[src/rtl/fetch_pkg.sv]
// Shared constants, decoder opcodes and queue-entry type for the fetch stage.
// Latency: none (definitions only).
// Backpressure: none (definitions only).
package fetch_pkg;

    localparam int XLEN_DEF = 32;

    // Canonical NOP: addi x0, x0, 0
    localparam logic [31:0] NOP_INSTR = 32'h0000_0013;

    // Major opcodes shared with the decoder
    localparam logic [6:0] OP_LOAD   = 7'b0000011;
    localparam logic [6:0] OP_STORE  = 7'b0100011;
    localparam logic [6:0] OP_RTYPE  = 7'b0110011;
    localparam logic [6:0] OP_BRANCH = 7'b1100011;
    localparam logic [6:0] OP_ITYPE  = 7'b0010011;
    localparam logic [6:0] OP_JAL    = 7'b1101111;
    localparam logic [6:0] OP_LUI    = 7'b0110111;

    // One slot of the fetch queue: allocated with its pc, filled later by memory
    typedef struct packed {
        logic [XLEN_DEF-1:0] pc;
        logic [XLEN_DEF-1:0] data;
        logic                filled;
    } fetchEntry_t;

endpackage

[src/rtl/fetch_queue.sv]
// In-order fetch queue: slots allocated at request time, filled in order by responses, popped by decode.
// Latency: a fill is visible at the head on the cycle after the filling edge.
// Backpressure: caller gates allocEn on allocCount < DEPTH; popEn frees a slot for the following cycle.
module fetch_queue
    import fetch_pkg::*;
#(
    parameter  int DEPTH = 2,
    localparam int PW    = (DEPTH > 1) ? $clog2(DEPTH) : 1,
    localparam int CW    = $clog2(DEPTH + 1)
) (
    input  logic                clk,
    input  logic                rst_n,
    input  logic                flush,
    input  logic                allocEn,
    input  logic [XLEN_DEF-1:0] allocPc,
    input  logic                fillEn,
    input  logic [XLEN_DEF-1:0] fillData,
    input  logic                popEn,
    output fetchEntry_t         headEntry,
    output logic [CW-1:0]       allocCount,
    output logic [CW-1:0]       unfilledCount
);

    fetchEntry_t   entries [DEPTH];
    logic [PW-1:0] headPtr;
    logic [PW-1:0] tailPtr;
    logic [PW-1:0] fillPtr;
    logic [CW-1:0] allocCnt;
    logic [CW-1:0] unfilledCnt;

    // Ring storage: allocate at tail, fill at the oldest unfilled slot, free at head; flush empties all.
    // The three indices never collide: tail is free, fill is allocated-unfilled, head is filled.
    always_ff @(posedge clk or negedge rst_n) begin
        if (!rst_n) begin
            for (int i = 0; i < DEPTH; i++) begin
                entries[i] <= '0;
            end
            headPtr     <= '0;
            tailPtr     <= '0;
            fillPtr     <= '0;
            allocCnt    <= '0;
            unfilledCnt <= '0;
        end else if (flush) begin
            for (int i = 0; i < DEPTH; i++) begin
                entries[i].filled <= 1'b0;
            end
            headPtr     <= '0;
            tailPtr     <= '0;
            fillPtr     <= '0;
            allocCnt    <= '0;
            unfilledCnt <= '0;
        end else begin
            if (allocEn) begin
                entries[tailPtr].pc     <= allocPc;
                entries[tailPtr].filled <= 1'b0;
                tailPtr                 <= tailPtr + PW'(1);
            end
            if (fillEn) begin
                entries[fillPtr].data   <= fillData;
                entries[fillPtr].filled <= 1'b1;
                fillPtr                 <= fillPtr + PW'(1);
            end
            if (popEn) begin
                entries[headPtr].filled <= 1'b0;
                headPtr                 <= headPtr + PW'(1);
            end
            allocCnt    <= allocCnt + CW'(allocEn) - CW'(popEn);
            unfilledCnt <= unfilledCnt + CW'(allocEn) - CW'(fillEn);
        end
    end

    assign headEntry     = entries[headPtr];
    assign allocCount    = allocCnt;
    assign unfilledCount = unfilledCnt;

endmodule

[src/rtl/fetch_unit.sv]
// Instruction fetch: PC, gated in-order memory requests, response queue, redirect with stale-response drop.
// Latency: with 1-cycle memory the first instruction is valid 2 cycles after reset release.
// Backpressure: requests stop when DEPTH slots are allocated; instr_ready low holds the head instruction.
module fetch_unit
    import fetch_pkg::*;
#(
    parameter int              XLEN     = XLEN_DEF,
    parameter logic [XLEN-1:0] RESET_PC = '0,
    parameter int              DEPTH    = 2
) (
    input  logic            clk,
    input  logic            reset,
    output logic            imem_req_valid,
    input  logic            imem_req_ready,
    output logic [XLEN-1:0] imem_req_addr,
    input  logic            imem_rsp_valid,
    input  logic [XLEN-1:0] imem_rsp_data,
    input  logic            redirect,
    input  logic [XLEN-1:0] redirect_pc,
    output logic            instr_valid,
    input  logic            instr_ready,
    output logic [31:0]     instr,
    output logic [6:0]      instr_op,
    output logic [XLEN-1:0] instr_pc,
    output logic [XLEN-1:0] instr_pcplus4
);

    localparam int CW = $clog2(DEPTH + 1);
    // Old-stream requests can still be in flight while a new stream fills the queue,
    // so a second redirect may leave up to 2*DEPTH responses to discard.
    localparam int DW = $clog2(2 * DEPTH + 1);

    logic [XLEN-1:0] pcReg;
    logic [DW-1:0]   dropCnt;
    fetchEntry_t     headEntry;
    logic [CW-1:0]   allocCount;
    logic [CW-1:0]   unfilledCount;
    logic            reqFire;
    logic            rspKeep;
    logic            popFire;

    assign imem_req_valid = reset & ~redirect & (allocCount < CW'(DEPTH));
    assign imem_req_addr  = pcReg;
    assign reqFire        = imem_req_valid & imem_req_ready;
    assign rspKeep        = imem_rsp_valid & ~redirect & (dropCnt == '0);

    assign instr_valid    = (allocCount != '0) & headEntry.filled;
    assign popFire        = instr_valid & instr_ready;
    assign instr          = instr_valid ? headEntry.data[31:0] : NOP_INSTR;
    assign instr_op       = instr[6:0];
    assign instr_pc       = XLEN'(headEntry.pc);
    assign instr_pcplus4  = instr_pc + XLEN'(4);

    fetch_queue #(
        .DEPTH(DEPTH)
    ) u_queue (
        .clk          (clk),
        .rst_n        (reset),
        .flush        (redirect),
        .allocEn      (reqFire),
        .allocPc      (XLEN_DEF'(pcReg)),
        .fillEn       (rspKeep),
        .fillData     (XLEN_DEF'(imem_rsp_data)),
        .popEn        (popFire),
        .headEntry    (headEntry),
        .allocCount   (allocCount),
        .unfilledCount(unfilledCount)
    );

    // Program counter: redirect wins over advancing on an accepted request.
    always_ff @(posedge clk or negedge reset) begin
        if (!reset) begin
            pcReg <= RESET_PC;
        end else if (redirect) begin
            pcReg <= {redirect_pc[XLEN-1:2], 2'b00};
        end else if (reqFire) begin
            pcReg <= pcReg + XLEN'(4);
        end
    end

    // Stale-response counter: on redirect every outstanding old request becomes a drop,
    // and any response arriving in that cycle retires one of them.
    always_ff @(posedge clk or negedge reset) begin
        if (!reset) begin
            dropCnt <= '0;
        end else if (redirect) begin
            dropCnt <= dropCnt + DW'(unfilledCount) - DW'(imem_rsp_valid);
        end else if (imem_rsp_valid && (dropCnt != '0)) begin
            dropCnt <= dropCnt - DW'(1);
        end
    end

    // A response must always have a stale slot or an unfilled entry to land in.
    rspProtocolChk: assert property (@(posedge clk) disable iff (!reset)
        imem_rsp_valid |-> ((dropCnt != '0) || (unfilledCount != '0)));

endmodule

[config.mk]
export PLATFORM = sky130hd
export DESIGN_NAME = fetch_unit
export DESIGN_NICKNAME = d
export VERILOG_FILES = /design/src/rtl/fetch_pkg.sv /design/src/rtl/fetch_queue.sv /design/src/rtl/fetch_unit.sv
export SDC_FILE = /design/constraint.sdc
export NUM_CORES = 1
export LEC_CHECK = 0
export CAP_MARGIN = 20
export CORE_MARGIN = 4
export CORE_UTILIZATION = 40
export DETAILED_ROUTE_END_ITERATION = 7
export PLACE_DENSITY = 0.72
export SYNTH_ARGS = -nofsm -noshare
export SYNTH_HDL_FRONTEND = slang
export SYNTH_SLANG_ARGS = --single-unit
[constraint.sdc]
create_clock -name clk -period 6.35 [get_ports clk]
set_input_delay 0.9525 -clock clk [delete_from_list [all_inputs] [get_ports clk]]
set_output_delay 0.9525 -clock clk [all_outputs]
set_load 0.02 [all_outputs]
======== Word-level counts from Yosys, hierarchy flattened ========
Cells that the tools add are included.
storage, ports and cells
  register bits ........................... 172
  latch bits .............................. 0
  RAM bits ................................ 0
  ROM bits ................................ 0
  bits of input ports ..................... 70
  output and inout bits ................... 137
  logic and storage cells ................. 92
  memories kept ........................... 0
cells by class
  add/subtract/negate cells ............... 12
  multipliers ............................. 0
  divide/modulo/power cells ............... 0
  magnitude comparators ................... 7
  eq/ne operators ......................... 0
  shifts and indexed selects .............. 0
  mux-type cells .......................... 38
  bitwise operators ....................... 11
  reductions and logical operators ........ 11
operators with widths
  cell                     number
  $bwmux W130              5
  $mux W130                5
  $demux W65 S1            5
  $mux W65                 4
  $mux W32                 3
  $add A32 B3 Y32 const B  2
  $mux W33                 1
  $mux W1                  11
  $reduce_bool A2 Y1       5
  $and A1 B1 Y1            7
  $ge A2 B2 Y1 const B     3
  $lt A2 B1 Y1 const B     3
  $mux W3                  2
  $not A1 Y2               3
  $add A2 B1 Y2            2
  $logic_and A1 B1 Y1      4
  $mux W2                  2
  $sub A2 B1 Y2            2
  $add A1 B1 Y1 const B    3
  $add A3 B2 Y3            1
  $logic_not A3 Y1         1
  $reduce_bool A3 Y1       1
  $sub A3 B1 Y3            1
  $sub A3 B1 Y3 const B    1
  2 further kinds          2

======== Depth between registers and ports, before layout ========
  word-level depth ........................ 16
  depth in mapped cells ................... 12
  gate-level depth less buffers ........... 10

======== By module ========
From an unflattened synthesis, not the netlist that was laid out.
second synthesis, totals
  cells, all modules ...................... 752
  area, all modules ....................... 8992.4 sq um
by module, submodules not included
  module       times used  cells each  area an instance (sq um)
  fetch_queue  1           383         5979.5
  fetch_unit   1           369         3012.9

======== Worst setup path after synthesis ========
OpenSTA, ideal clock, no wires.
  path type ............................... register -> output
  start point ............................. reg u_queue.headPtr
  end point ............................... out instr_pcplus4[20]
  arrival time ............................ 3.109 ns
  data required time ...................... 5.398 ns
  slack ................................... 2.288 ns
  stages on the path, launching flop included .. 13
  path buffers ............................ 5
  cell sequence ........................... dfrtp_1 > buf_6 > buf_2 > buf_2 > buf_2 > mux2i_1 > inv_1 > ha_1 > nor2b_1 > clkbuf_1 > and4_1 > and3_1 > xor2_1
between the ends
  longest elaborated chain between the ends .. 5
ends and longest elaborated chain
  item                                          line               text
  from (decl)                                   fetch_queue.sv:25  logic [PW-1:0] headPtr;
  from (signal assigned)                        fetch_queue.sv:65  headPtr <= headPtr + PW'(1);
  $not A1 Y2 (not written as such)              fetch_queue.sv:72  assign headEntry = entries[headPtr];
  $mux W65 (not written as such) (3 in series)  fetch_queue.sv:72
  via instr_pc[2]                               fetch_unit.sv:24   output logic [XLEN-1:0] instr_pc,
  $add A32 B3 Y32                               fetch_unit.sv:52   assign instr_pcplus4 = instr_pc + XLEN'(4);
  to (decl)                                     fetch_unit.sv:25   output logic [XLEN-1:0] instr_pcplus4
The timed path passes the listed nets, and every way through them passes these cells. The select of a mux whose other input is x is not followed.

======== Final worst setup path ========
  start point ............................. reg u_queue.headPtr
  end point ............................... out instr_pcplus4[30]
between the ends
  longest elaborated chain between the ends .. 5
ends and longest elaborated chain
  item                                          line
  $not A1 Y2 (not written as such)              fetch_queue.sv:72
  $mux W65 (not written as such) (3 in series)  fetch_queue.sv:72
  $add A32 B3 Y32                               fetch_unit.sv:52
No other way between the ends. The select of a mux whose other input is x is not followed.

==> impl_metrics.json <==
{
  "outcome": "complete, no violations",
  "vdd_drop_max_uv": 184,
  "synth_area_leaders": "dfrtp_1 47%, mux2_2 15%, mux2i_1 4.8%",
  "layout-drive-gt1-share_pct": 18.5,
  "pin_count": 207,
  "post_cts_buffers": 0,
  "crit_arrival_ps": 3890,
  "area_growth_pct": 31.1,
  "cts.repair.resized": 0,
  "crit_chain": "buf_4, mux2_2, a21boi_2, nand4_4, nor3b_2, xor2_1, clkdlybuf4s50_1",
  "drt-total-wl_mm": 21.9,
  "slowest_delay_ps": 770,
  "cp.depth": 7,
  "ys_types": 58,
  "via_per_inst": 5.19,
  "ys_warn_count": 0,
  "clk_latency_ps": 420,
  "die-area_mm2": 0.0243,
  "htree_levels": 4,
  "port_buffers": 198,
  "grt_max_degree": 100,
  "place_area_mm2": 0.0109,
  "avgSynthCellArea_um2": 11.4,
  "rsz0062_at_grt": "false",
  "slowest_stage": "buf_4",
  "clk_pin_slew_worst_paths_ps": 70,
  "dp_cells": 1206,
  "min_period_ps": 4840,
  "worst-path-buf-inv": 2,
  "synth_area_mm2": 0.00876,
  "grt-busiest-layer": "met2",
  "crit_family": "buffers and inverters",
  "dr.pass1.iters": 5,
  "total_power_w": 0.00387,
  "end_kind": "output pin",
  "max-slew-margin-rel_pct": 38.3,
  "start_kind": "register",
  "syn_inst": 771,
  "final.period_utilization_pct": 76.3,
  "cts_tree": "yes",
  "core_mm2": 0.0213,
  "synth_top_area_share_pct": 47.4,
  "ys.flop_type": "dfrtp_1",
  "yosysSeqAreaShare_pct": 47.4,
  "diodes": 0,
  "drv_cap": 0,
  "finalSetupViolCount": 0,
  "postLayoutCellArea_mm2": 0.0115,
  "max_freq_ghz": 0.206,
  "setup_tns_ps": 0,
  "ant_nets": 0,
  "worst_pin_slew_ps": 926,
  "drc": 0,
  "reg2regPathDepth": 11,
  "grt_use_total_pct": 18.2,
  "dp.final_hpwl_mm": 15.6,
  "yosys.area.top_type": "dfrtp_1",
  "synth-seq-cells": 166,
  "synth_edf_count": 0,
  "drt_iter0_drc": 364,
  "holdPathStages": 1,
  "wl_per_cell_um": 17.7,
  "clock-sinks": 166,
  "vias": 6423,
  "crit_fanout": 58,
  "hold_viol_final": 0,
  "clock_tree.root_cell": "clkbuf_16",
  "power_density_mw_per_mm2": 337,
  "power.leakage_nw": 4.85,
  "crit_type": "register to output pin",
  "layout.nets": 1032,
  "grt_antenna_before_repair": 1,
  "grt_pass1_vias": 6815,
  "fin_cells": 1238,
  "worstHoldPathType": "register to register",
  "met2_usage_pct": 29.7,
  "cts_buffers": 17,
  "grt_pass1_wl_mm": 35.8,
  "use_met3_pct": 5.66,
  "place_congestion": 0.815,
  "crit_required_ps": 5400,
  "gr-total-overflow": 0,
  "initial_core_util_pct": 41.2,
  "die_w_um": 156,
  "grtUsageMet1_pct": 23.3,
  "drv_slew": 0,
  "core.rowCount": 53,
  "die-height_um": 156,
  "async_reset_ff_share_pct": 100,
  "finClkSkew_ps": 11.3,
  "cts_hold_buf": 0,
  "clockBufferDepth": 2
}
==> registers in the layout (all words and copies together), names as in the netlist <==
| name | count |
|---|---|
| imem_req_addr | 30 |
| u_queue.unfilledCount | 2 |
| u_queue.allocCount | 2 |
| u_queue.fillPtr | 1 |
| u_queue.headPtr | 1 |
| u_queue.entries | 126 |
| u_queue.tailPtr | 1 |
| dropCnt | 3 |
==> cell families (layout without fill, tap and decap cells) <==
logic type | after synthesis | in the layout | synth area share (%)
buffers and inverters | 78 | 265 | 4.38
and+or+nand+nor | 214 | 214 | 13.1
muxes | 185 | 185 | 23.2
DFF | 166 | 166 | 47.4
AOI/OAI and AO/OA | 55 | 55 | 4.07
xor gates and xnor gates | 60 | 60 | 6.00
other | 1 | 6 | 0.0428
adders and majority gates | 12 | 12 | 1.80
==> cell usage after synthesis, types with 7 or more instances <==
cell type,number
ha_1,11
a21oi_1,8
buf_4,16
buf_2,13
mux2_1,29
xnor2_1,29
nand3b_1,7
nand3_1,15
inv_1,24
xor2_1,31
mux2_2,114
mux2i_1,42
nor2_1,49
clkbuf_1,18
o21ai_1,21
nand4_1,24
o21ai_0,8
dfrtp_1,166
nand2_1,67
==> worst register-to-register path: stages, from the launching register on <==
cell	delay, ps
dfrtp_4	700
buf_4	780
nand2b_1	180
o221ai_2	90
buf_4	380
inv_2	120
and2_0	290
ha_1	330
inv_1	40
ha_1	170
xnor2_1	150
nor2_1	50
==> path summary, 6_finish.rpt <==
path / startpoint / slack (ps) / to
min: u_queue.entries[97] / 490 / u_queue.entries[97]
max reg2reg: u_queue.headPtr / 2910 / u_queue.allocCount[1]
max in group asynchronous: reset / 4230 / u_queue.entries[73]
max: u_queue.headPtr / 1510 / instr_pcplus4[30]
min in group asynchronous: reset / 610 / u_queue.entries[108]
min reg2reg: u_queue.entries[97] / 490 / u_queue.entries[97]
==> power breakdown <==
group | total [W] | internal [W] | switching, W | leakage, nW
clock network | 0.00105 | 0.000594 | 0.000454 | 0.295
registers | 0.00162 | 0.00139 | 0.000224 | 2.10
logic | 0.00121 | 0.000649 | 0.000557 | 2.46
==> cell usage in the layout (no fill, tap or decap), types with 3 or more instances in the layout <==
cell type / count
and3_1: 5
buf_4: 8
nor4_1: 6
inv_1: 24
nand2_1: 67
conb_1: 6
nor2_1: 49
nand4_1: 24
nor2b_1: 5
nand4b_1: 4
xor2_1: 31
o211ai_1: 3
and2_1: 3
mux2i_1: 42
o21ai_1: 21
inv_6: 7
nand3_1: 15
nand3b_1: 7
xnor2_1: 29
ha_1: 11
nor3_1: 5
dfrtp_1: 165
clkdlybuf4s50_1: 196
nor3_2: 4
o21ai_0: 8
clkbuf_16: 17
and4_1: 3
mux2_2: 114
a21oi_1: 8
mux2_1: 29
==> stage by stage <==
stage	utilization [%]	hold WS [ps]	setup slack, ps
2_1_floorplan	-	450	2290
4_1_cts	54.0	490	1440
3_3_place_gp	51.2	463	1930
3_5_place_dp	51.2	474	1900
5_1_grt	54.0	516	1220
6_report	54.0	485	1510
==> metal layers <==
metal	wire length [um]	vias up
li1	-	3039
met1	9450	3140
met2	10300	207
met3	1730	35
met4	449	2
met5	13	-
==> layout make-up <==
type                            count  area [um2]
Clock inverter                     14         163
Fill cell                        1872        9790
Inverter                           26        97.6
Multi-Input combinational cell    532        4260
Timing Repair Buffer              207        2040
Tap cell                          275         344
Clock buffer                       18         429
Sequential cell                   166        4160
Power figures use the tool's default switching activity.
